**src/rtl/spdif_tx_if.sv**
```systemverilog
// rtl/spdif_tx_if.sv - stereo sample handshake bundle for spdif_tx
// Purpose: groups the sample-pair valid/ready handshake into one port.
// Signals:
//   s_valid   master->slave  sample pair offered
//   s_ready   slave->master  buffer empty, pair will be accepted
//   s_left    master->slave  left sample, two's complement
//   s_right   master->slave  right sample, two's complement
//   s_invalid master->slave  validity flag for the pair (1 = not audio)
interface spdif_tx_if #(
  parameter int DATA_W = 24
);
  logic              s_valid;
  logic              s_ready;
  logic [DATA_W-1:0] s_left;
  logic [DATA_W-1:0] s_right;
  logic              s_invalid;

  modport master (output s_valid, s_left, s_right, s_invalid, input s_ready);
  modport slave  (input s_valid, s_left, s_right, s_invalid, output s_ready);
endinterface

```
**src/rtl/spdif_tx.sv**
```systemverilog
// rtl/spdif_tx.sv - parametrised S/PDIF (IEC 60958 consumer) biphase-mark transmitter
// Purpose: buffers one stereo pair, paces unit intervals with a fractional phase
//   accumulator and emits preambles plus biphase-mark coded subframes.
// Ports:
//   i_clk      system clock, rising edge
//   i_rst_n    asynchronous active-low reset
//   s_if       sample handshake (slave side)
//   o_spdif    biphase-mark line output
//   o_subframe 1 during right subframe
//   o_frame    toggles at every frame start
//   o_block    1 during frame 0 of the 192-frame block
//   o_underrun one-cycle pulse when a frame starts with an empty buffer
module spdif_tx #(
  parameter int          CLK_HZ    = 16000000,
  parameter int          SAMPLE_HZ = 48000,
  parameter int          DATA_W    = 24,
  parameter int          ACC_W     = 24,
  parameter logic [31:0] CS_LO     = 32'h0200_0004
) (
  input  logic       i_clk,
  input  logic       i_rst_n,
  spdif_tx_if.slave  s_if,
  output logic       o_spdif,
  output logic       o_subframe,
  output logic       o_frame,
  output logic       o_block,
  output logic       o_underrun
);
  localparam logic [63:0]      INC64 = ((64'(SAMPLE_HZ) * 64'd128) << ACC_W) / 64'(CLK_HZ);
  localparam logic [ACC_W-1:0] INC   = INC64[ACC_W-1:0];

  logic [ACC_W-1:0]  r_acc;
  logic [6:0]        r_ui;        // UI to be emitted on the next tick
  logic [7:0]        r_frame;
  logic              r_buf_full;
  logic [DATA_W-1:0] r_buf_l;
  logic [DATA_W-1:0] r_buf_r;
  logic              r_buf_inv;
  logic [DATA_W-1:0] r_frm_l;
  logic [DATA_W-1:0] r_frm_r;
  logic              r_frm_v;
  logic              r_pre_inv;   // line level just before the current preamble
  logic              r_spdif;
  logic              r_subframe;
  logic              r_frame_tgl;
  logic              r_block;
  logic              r_underrun;

  logic              w_tick;
  logic [ACC_W-1:0]  w_acc_nxt;
  logic              w_load;
  logic              w_hs;
  logic [4:0]        w_slot;
  logic [DATA_W-1:0] w_sample;
  logic [23:0]       w_audio;
  logic              w_c;
  logic              w_p;
  logic [31:0]       w_bits;
  logic [7:0]        w_pre_pat;
  logic              w_inv;
  logic              w_level;

  assign {w_tick, w_acc_nxt} = {1'b0, r_acc} + {1'b0, INC};
  assign w_load = w_tick && (r_ui == 7'd0);
  assign w_hs   = s_if.s_valid && !r_buf_full;

  // Slot-indexed view of the current subframe; slots 0..3 are preamble and unused here.
  assign w_slot    = r_ui[5:1];
  assign w_sample  = r_ui[6] ? r_frm_r : r_frm_l;
  assign w_audio   = 24'(w_sample) << (24 - DATA_W);
  assign w_c       = (r_frame < 8'd32) ? CS_LO[r_frame[4:0]] : 1'b0;
  assign w_p       = ^{w_c, r_frm_v, w_audio};
  assign w_bits    = {w_p, w_c, 1'b0, r_frm_v, w_audio, 4'b0000};

  assign w_pre_pat = r_ui[6] ? 8'b1110_0100 :
                     (r_frame == 8'd0) ? 8'b1110_1000 : 8'b1110_0010;
  // At the first preamble UI the preceding level is still on the line.
  assign w_inv     = (r_ui[5:0] == 6'd0) ? r_spdif : r_pre_inv;

  always_comb begin
    w_level = r_spdif;
    if (r_ui[5:3] == 3'd0) begin
      w_level = w_pre_pat[3'd7 - r_ui[2:0]] ^ w_inv;
    end else if (!r_ui[0]) begin
      w_level = ~r_spdif;
    end else begin
      w_level = r_spdif ^ w_bits[w_slot];
    end
  end

  always_ff @(posedge i_clk or negedge i_rst_n) begin
    if (!i_rst_n) begin
      r_acc       <= '0;
      r_ui        <= '0;
      r_frame     <= '0;
      r_buf_full  <= 1'b0;
      r_buf_l     <= '0;
      r_buf_r     <= '0;
      r_buf_inv   <= 1'b0;
      r_frm_l     <= '0;
      r_frm_r     <= '0;
      r_frm_v     <= 1'b0;
      r_pre_inv   <= 1'b0;
      r_spdif     <= 1'b0;
      r_subframe  <= 1'b0;
      r_frame_tgl <= 1'b0;
      r_block     <= 1'b1;
      r_underrun  <= 1'b0;
    end else begin
      r_acc      <= w_acc_nxt;
      r_underrun <= w_load && !r_buf_full;

      // Full buffer is emptied by a load; a same-cycle offer cannot occur then
      // because ready is low. An offer during an underrun load stays buffered.
      if (w_load && r_buf_full) begin
        r_buf_full <= 1'b0;
      end else if (w_hs) begin
        r_buf_full <= 1'b1;
        r_buf_l    <= s_if.s_left;
        r_buf_r    <= s_if.s_right;
        r_buf_inv  <= s_if.s_invalid;
      end

      if (w_tick) begin
        r_spdif <= w_level;
        r_ui    <= r_ui + 7'd1;
        if (r_ui == 7'd127) begin
          r_frame <= (r_frame == 8'd191) ? 8'd0 : r_frame + 8'd1;
        end
        if (r_ui[5:0] == 6'd0) begin
          r_pre_inv <= r_spdif;
        end
        if (r_ui == 7'd0) begin
          r_frame_tgl <= ~r_frame_tgl;
          r_subframe  <= 1'b0;
          r_block     <= (r_frame == 8'd0);
          if (r_buf_full) begin
            r_frm_l <= r_buf_l;
            r_frm_r <= r_buf_r;
            r_frm_v <= r_buf_inv;
          end else begin
            r_frm_l <= '0;
            r_frm_r <= '0;
            r_frm_v <= 1'b1;
          end
        end
        if (r_ui == 7'd64) begin
          r_subframe <= 1'b1;
        end
      end
    end
  end

  assign s_if.s_ready = ~r_buf_full;
  assign o_spdif      = r_spdif;
  assign o_subframe   = r_subframe;
  assign o_frame      = r_frame_tgl;
  assign o_block      = r_block;
  assign o_underrun   = r_underrun;
endmodule

```
**src/flat_wrapper.sv**
```systemverilog
// flat-port wrapper written by rule: the top's interface ports become plain ports
module spdif_tx_flat 
#(
  parameter int          CLK_HZ    = 16000000,
  parameter int          SAMPLE_HZ = 48000,
  parameter int          DATA_W    = 24,
  parameter int          ACC_W     = 24,
  parameter logic [31:0] CS_LO     = 32'h0200_0004
)
  (i_clk, i_rst_n, o_spdif, o_subframe, o_frame, o_block, o_underrun, s_if_s_valid, s_if_s_left, s_if_s_right, s_if_s_invalid, s_if_s_ready);
  spdif_tx_if #(.DATA_W(DATA_W)) s_if_i ();
  input  logic i_clk;
  input  logic i_rst_n;
  output logic o_spdif;
  output logic o_subframe;
  output logic o_frame;
  output logic o_block;
  output logic o_underrun;
  input wire logic [$bits(s_if_i.s_valid)-1:0] s_if_s_valid;
  input wire logic [$bits(s_if_i.s_left)-1:0] s_if_s_left;
  input wire logic [$bits(s_if_i.s_right)-1:0] s_if_s_right;
  input wire logic [$bits(s_if_i.s_invalid)-1:0] s_if_s_invalid;
  output wire logic [$bits(s_if_i.s_ready)-1:0] s_if_s_ready;
  assign s_if_i.s_valid = s_if_s_valid;
  assign s_if_i.s_left = s_if_s_left;
  assign s_if_i.s_right = s_if_s_right;
  assign s_if_i.s_invalid = s_if_s_invalid;
  assign s_if_s_ready = s_if_i.s_ready;
  spdif_tx #(.CLK_HZ(CLK_HZ), .SAMPLE_HZ(SAMPLE_HZ), .DATA_W(DATA_W), .ACC_W(ACC_W), .CS_LO(CS_LO)) u_core (.i_clk(i_clk), .i_rst_n(i_rst_n), .s_if(s_if_i), .o_spdif(o_spdif), .o_subframe(o_subframe), .o_frame(o_frame), .o_block(o_block), .o_underrun(o_underrun));
endmodule
```
**config.mk**
```make
export PLATFORM = sky130hd
export DESIGN_NAME = spdif_tx_flat
export DESIGN_NICKNAME = d
export VERILOG_FILES = /design/src/rtl/spdif_tx_if.sv /design/src/rtl/spdif_tx.sv /design/src/flat_wrapper.sv
export SDC_FILE = /design/constraint.sdc
export NUM_CORES = 1
export LEC_CHECK = 0
export CAP_MARGIN = 20
export CORE_MARGIN = 2
export CORE_UTILIZATION = 60
export CTS_BUF_LIST = sky130_fd_sc_hd__clkbuf_4 sky130_fd_sc_hd__clkbuf_8
export CTS_CLUSTER_DIAMETER = 120
export DETAILED_ROUTE_END_ITERATION = 12
export PLACE_DENSITY_LB_ADDON = 0.1
export SLEW_MARGIN = 25
export SYNTH_ARGS = -nofsm -noshare
export SYNTH_HDL_FRONTEND = slang
export SYNTH_SLANG_ARGS = --single-unit
```
**constraint.sdc**
```tcl
create_clock -name i_clk -period 3.1 [get_ports i_clk]
set_input_delay 0.62 -clock i_clk [delete_from_list [all_inputs] [get_ports i_clk]]
set_output_delay 0.62 -clock i_clk [all_outputs]
set_load 0.05 [all_outputs]
```
==> summary.txt, run 1 <==
CTS
  • Maximum root-to-sink buffer count: 2
  • Post-CTS Resized: 0
  • Clk Latency, worst-skew pair: about 430 ps
  • CTS tree: done
  • H-tree levels: 4
  • CTS Buf Count: 17
  • Post-CTS Setup Bufs: 0
  • CTS Hold Bufs: 0
  • Number of sinks on the clock net: around 140
  • Clk pin slew, worst setup/hold paths: roughly 70 ps
  • Root buffer cell: clkbuf_8

Placement
  • Placed cell count: 770
  • Dpl hpwl: between 9000 and 10000 µm
  • I/O Buffers: 57
  • GP Congestion: between 0.8 and 0.9
  • Area after DPL: ~0.0074 mm²

Setup path
  • Reg2Reg Depth: 11
  • Required time of the critical path: ~3500 ps
  • CP startpoint kind: flop
  • Reg-to-Reg End: u_core.r_frame[6]
  • R2r startpoint: u_core.r_acc[1]
  • Crit path max fanout: 14
  • Setup Crit Path Kind: reg -> reg
  • Crit path largest cell delay: 400 ps
  • Crit path cell chain: a31oi_1 -> o21ai_2 -> a211oi_4 -> o21bai_2 -> a31oi_4 -> nor3b_1 -> o31a_2 -> nand3_1 -> nor2_1 -> nand4_1 -> o21ai_0
  • Crit-path slowest cell: dfrtp_1
  • Setup slack, reg-to-reg: just over 400 ps
  • Critical path capture point type: flop
  • Worst path arrival time: 3040 ps

Pwr
  • Gate power share: between 10% and 20%
  • Internal power: 3.71 mW
  • Switch share: between 20% and 30%
  • Clock power frac: between 30% and 40%
  • Switching pwr: ~1.3 mW
  • P_leak: between 3 and 4 nW
  • Max VDD drop: approximately 580 µV
  • Pwr/cell area: roughly 640 mW/mm²
  • Register share of total power: 50.1%

Finish
  • Post-route cell area: a little under 0.008 mm²
  • Core Util, Final: a little under three quarters
  • Area grow syn2layout: 16.2%
  • Post-route insts no fill: between 700 and 800
  • Share of layout cells above drive strength 1: between 15 and 20%
  • Fin nets: 708
  • Fill count: approximately 800
  • Ant. Diodes: 0

STA
  • Min Tclk post-route: approximately 2700 ps
  • Worst hold margin: about 170 ps
  • Period utilization: roughly 87%
  • Slew of the pin with the lowest slew margin: between 700 and 800 ps
  • RSZ-0062 raised after global routing: false
  • Max-slew headroom: 50.8%
  • Highest Clock Rate: roughly 370 MHz
  • # setup viols final: 0
  • Clk_skew: slightly below 7 ps
  • Setup_tns: 0 ps
  • Slew Limit Fails: 0
  • Final hold vios: 0

GRT
  • Vias in the first global route: between 4000 and 5000
  • Initial antenna violation count: 0
  • Total global-route track usage: between 20% and 30%
  • Overflow left after global routing: 0
  • Largest net degree at the start of global routing: just over 60
  • First-pass GRT wire length: ~22000 µm

Die
  • FP Rows: 38
  • Core Region: 0.0109 mm²
  • Die Ht: 110 µm
  • Initial core utilization: roughly three fifths
  • Die ar.: 0.0121 mm²
  • Die X: between 100 and 150 µm
  • I/O pin count: 58

Yosys
  • Top cell type by total area after synthesis: dfrtp_1
  • Count leader, synth: dfrtp_1
  • Main area contributors after synthesis: dfrtp_1 (53%), mux2_2 (8.4%), nand2_1 (6.7%)
  • Number of distinct library cells after synthesis: between 40 and 50
  • FF+latch count, synth: between 100 and 150
  • Number of synthesized flops with an enable pin: 0
  • Post-Synthesis Cells: about 600
  • Post-synth top cells: dfrtp_1 (142), nand2_1 (120), mux2_2 (50), o21ai_0 (41), xnor2_1 (38)
  • Share of the synthesized area in the top cell type: 52.8%
  • Mapped cell area: 0.00673 mm²
  • Syn avg cell area: between 10 and 15 µm²
  • Post-synth top flop: dfrtp_1
  • Yosys warnings: 0
  • Post-synth ARST share: between 90% and 100%
  • Mapped Nets: ~660
  • Seq/Total Area, Yosys: between 50% and 60%

Hold path
  • Worst hold path type: in -> async

Route
  • 1st-iter DRT viols: around 370
  • Vias per cell: approximately 5.6
  • DR DRC count: 0
  • Routed length per instance: between 15 and 20 µm
  • Via count: around 4500
  • Pre-antenna DRT Iters: 4
  • Post-DRT Antenna Nets: 0
  • Total wire length: approximately 13000 µm

Run
  • Max-capacitance violation count: 0

Status
  • Status: completed
## logic make-up after synthesis
logic type,count (synthesis),share of synthesized area [%]
and+or+nand+nor,170,10.7
DFF,143,53.2
AOI/OAI and AO/OA,92,8.01
muxes,75,14.7
xor gates and xnor gates,67,8.92
buffers and inverters,43,3.22
adders and majority gates,7,1.30
## placed cells by master (no fill, tap or decap), drive strengths merged, types with 2 or more instances in the layout
| cell | instances |
|---|---|
| o31ai | 3 |
| clkinv | 4 |
| a31oi | 5 |
| xor2 | 28 |
| a21oi | 10 |
| xnor2 | 38 |
| and3 | 4 |
| mux2 | 50 |
| nand2 | 120 |
| mux2i | 11 |
| clkdlybuf4s50 | 56 |
| dfrtp | 142 |
| or3 | 2 |
| nor2 | 20 |
| mux4 | 14 |
| clkbuf | 21 |
| nor3b | 4 |
| nor4 | 2 |
| bufinv | 4 |
| inv | 10 |
| nand3 | 8 |
| nor3 | 4 |
| nand4 | 4 |
| ha | 7 |
| o21ai | 65 |
| buf | 10 |
## power groups by stage
stage	Combinational [mW]	Clock, mW	Sequential (mW)
final	0.932	1.56	2.50
after global routing	1.05	1.66	2.55
after CTS	0.956	1.59	2.50
after detailed placement	0.945	0	2.54
after global placement	0.909	0	2.52
after floorplan	0.698	0	2.46
## layout make-up
| cell class | count | area, µm² | area share [%] |
|---|---|---|---|
| inverter | 10 | 37.5 | 0.480 |
| timing repair buffer | 66 | 677 | 8.65 |
| multi-input combinational | 411 | 2940 | 37.6 |
| tap | 140 | 175 | 2.24 |
| clock inverter | 8 | 140 | 1.79 |
| clock buffer | 21 | 270 | 3.45 |
| sequential | 143 | 3580 | 45.8 |
## worst max-delay path, delay by kind of cell (launching register included)
family	cells	cell delay (ps)
and+or+nand+nor	4	910
DFF	1	400
AOI/OAI and AO/OA	7	1280
## state kept, by name, indices dropped and copies added, names as in the netlist
| name | count |
|---|---|
| u_core.r_pre_inv | 1 |
| u_core.o_frame | 1 |
| u_core.r_frm_l | 24 |
| u_core.o_subframe | 1 |
| u_core.r_buf_full | 1 |
| u_core.r_frm_r | 24 |
| u_core.r_ui | 7 |
| u_core.o_underrun | 1 |
| u_core.r_frm_v | 1 |
| u_core.r_acc | 23 |
| u_core.o_spdif | 1 |
| u_core.r_buf_inv | 1 |
| u_core.r_buf_r | 24 |
| u_core.r_frame | 8 |
| u_core.r_buf_l | 24 |
| u_core.o_block | 1 |
## how the worst max path moves through the flow
stage / startpoint / endpoint / slack (ps)
finish: u_core.r_acc[1] / u_core.r_frame[6] / 420
global route: u_core.r_acc[3] / u_core.r_frame[6] / 170
CTS: u_core.r_acc[1] / u_core.r_frame[6] / 410
detailed placement: u_core.r_acc[1] / u_core.r_frame[5] / 430
global placement: u_core.r_acc[3] / u_core.r_frame[0] / 520
floorplan: u_core.r_acc[6] / u_core.r_frm_r[10] / 760
## per-layer routing
metal | GRT usage, % | part of all wire (%)
met1 | 30.9 | 44
met2 | 41.1 | 52
met3 | 6.70 | 3.4
met4 | 6.33 | 0.98
met5 | 0 | 0
## per-stage QoR
| stage | setup slack, ps | power (mW) |
|---|---|---|
| 2_1_floorplan | 757 | 3.16 |
| 3_3_place_gp | 520 | 3.43 |
| 3_5_place_dp | 432 | 3.48 |
| 4_1_cts | 410 | 5.05 |
| 5_1_grt | 174 | 5.26 |
| 6_report | 416 | 5.00 |
No activity file was read; power rests on OpenSTA's default activity.
==> inputs of run 2 (changes only) <==
--- a/config.mk
+++ b/config.mk
@@ -9,7 +9,7 @@
 export CORE_MARGIN = 2
 export CORE_UTILIZATION = 60
 export CTS_BUF_LIST = sky130_fd_sc_hd__clkbuf_4 sky130_fd_sc_hd__clkbuf_8
-export CTS_CLUSTER_DIAMETER = 120
+export CTS_CLUSTER_DIAMETER = 40
 export DETAILED_ROUTE_END_ITERATION = 12
 export PLACE_DENSITY_LB_ADDON = 0.1
 export SLEW_MARGIN = 25
==> results of run 2 <==
Same layout as run 1: the final DEF is identical, and so are final timing and power.
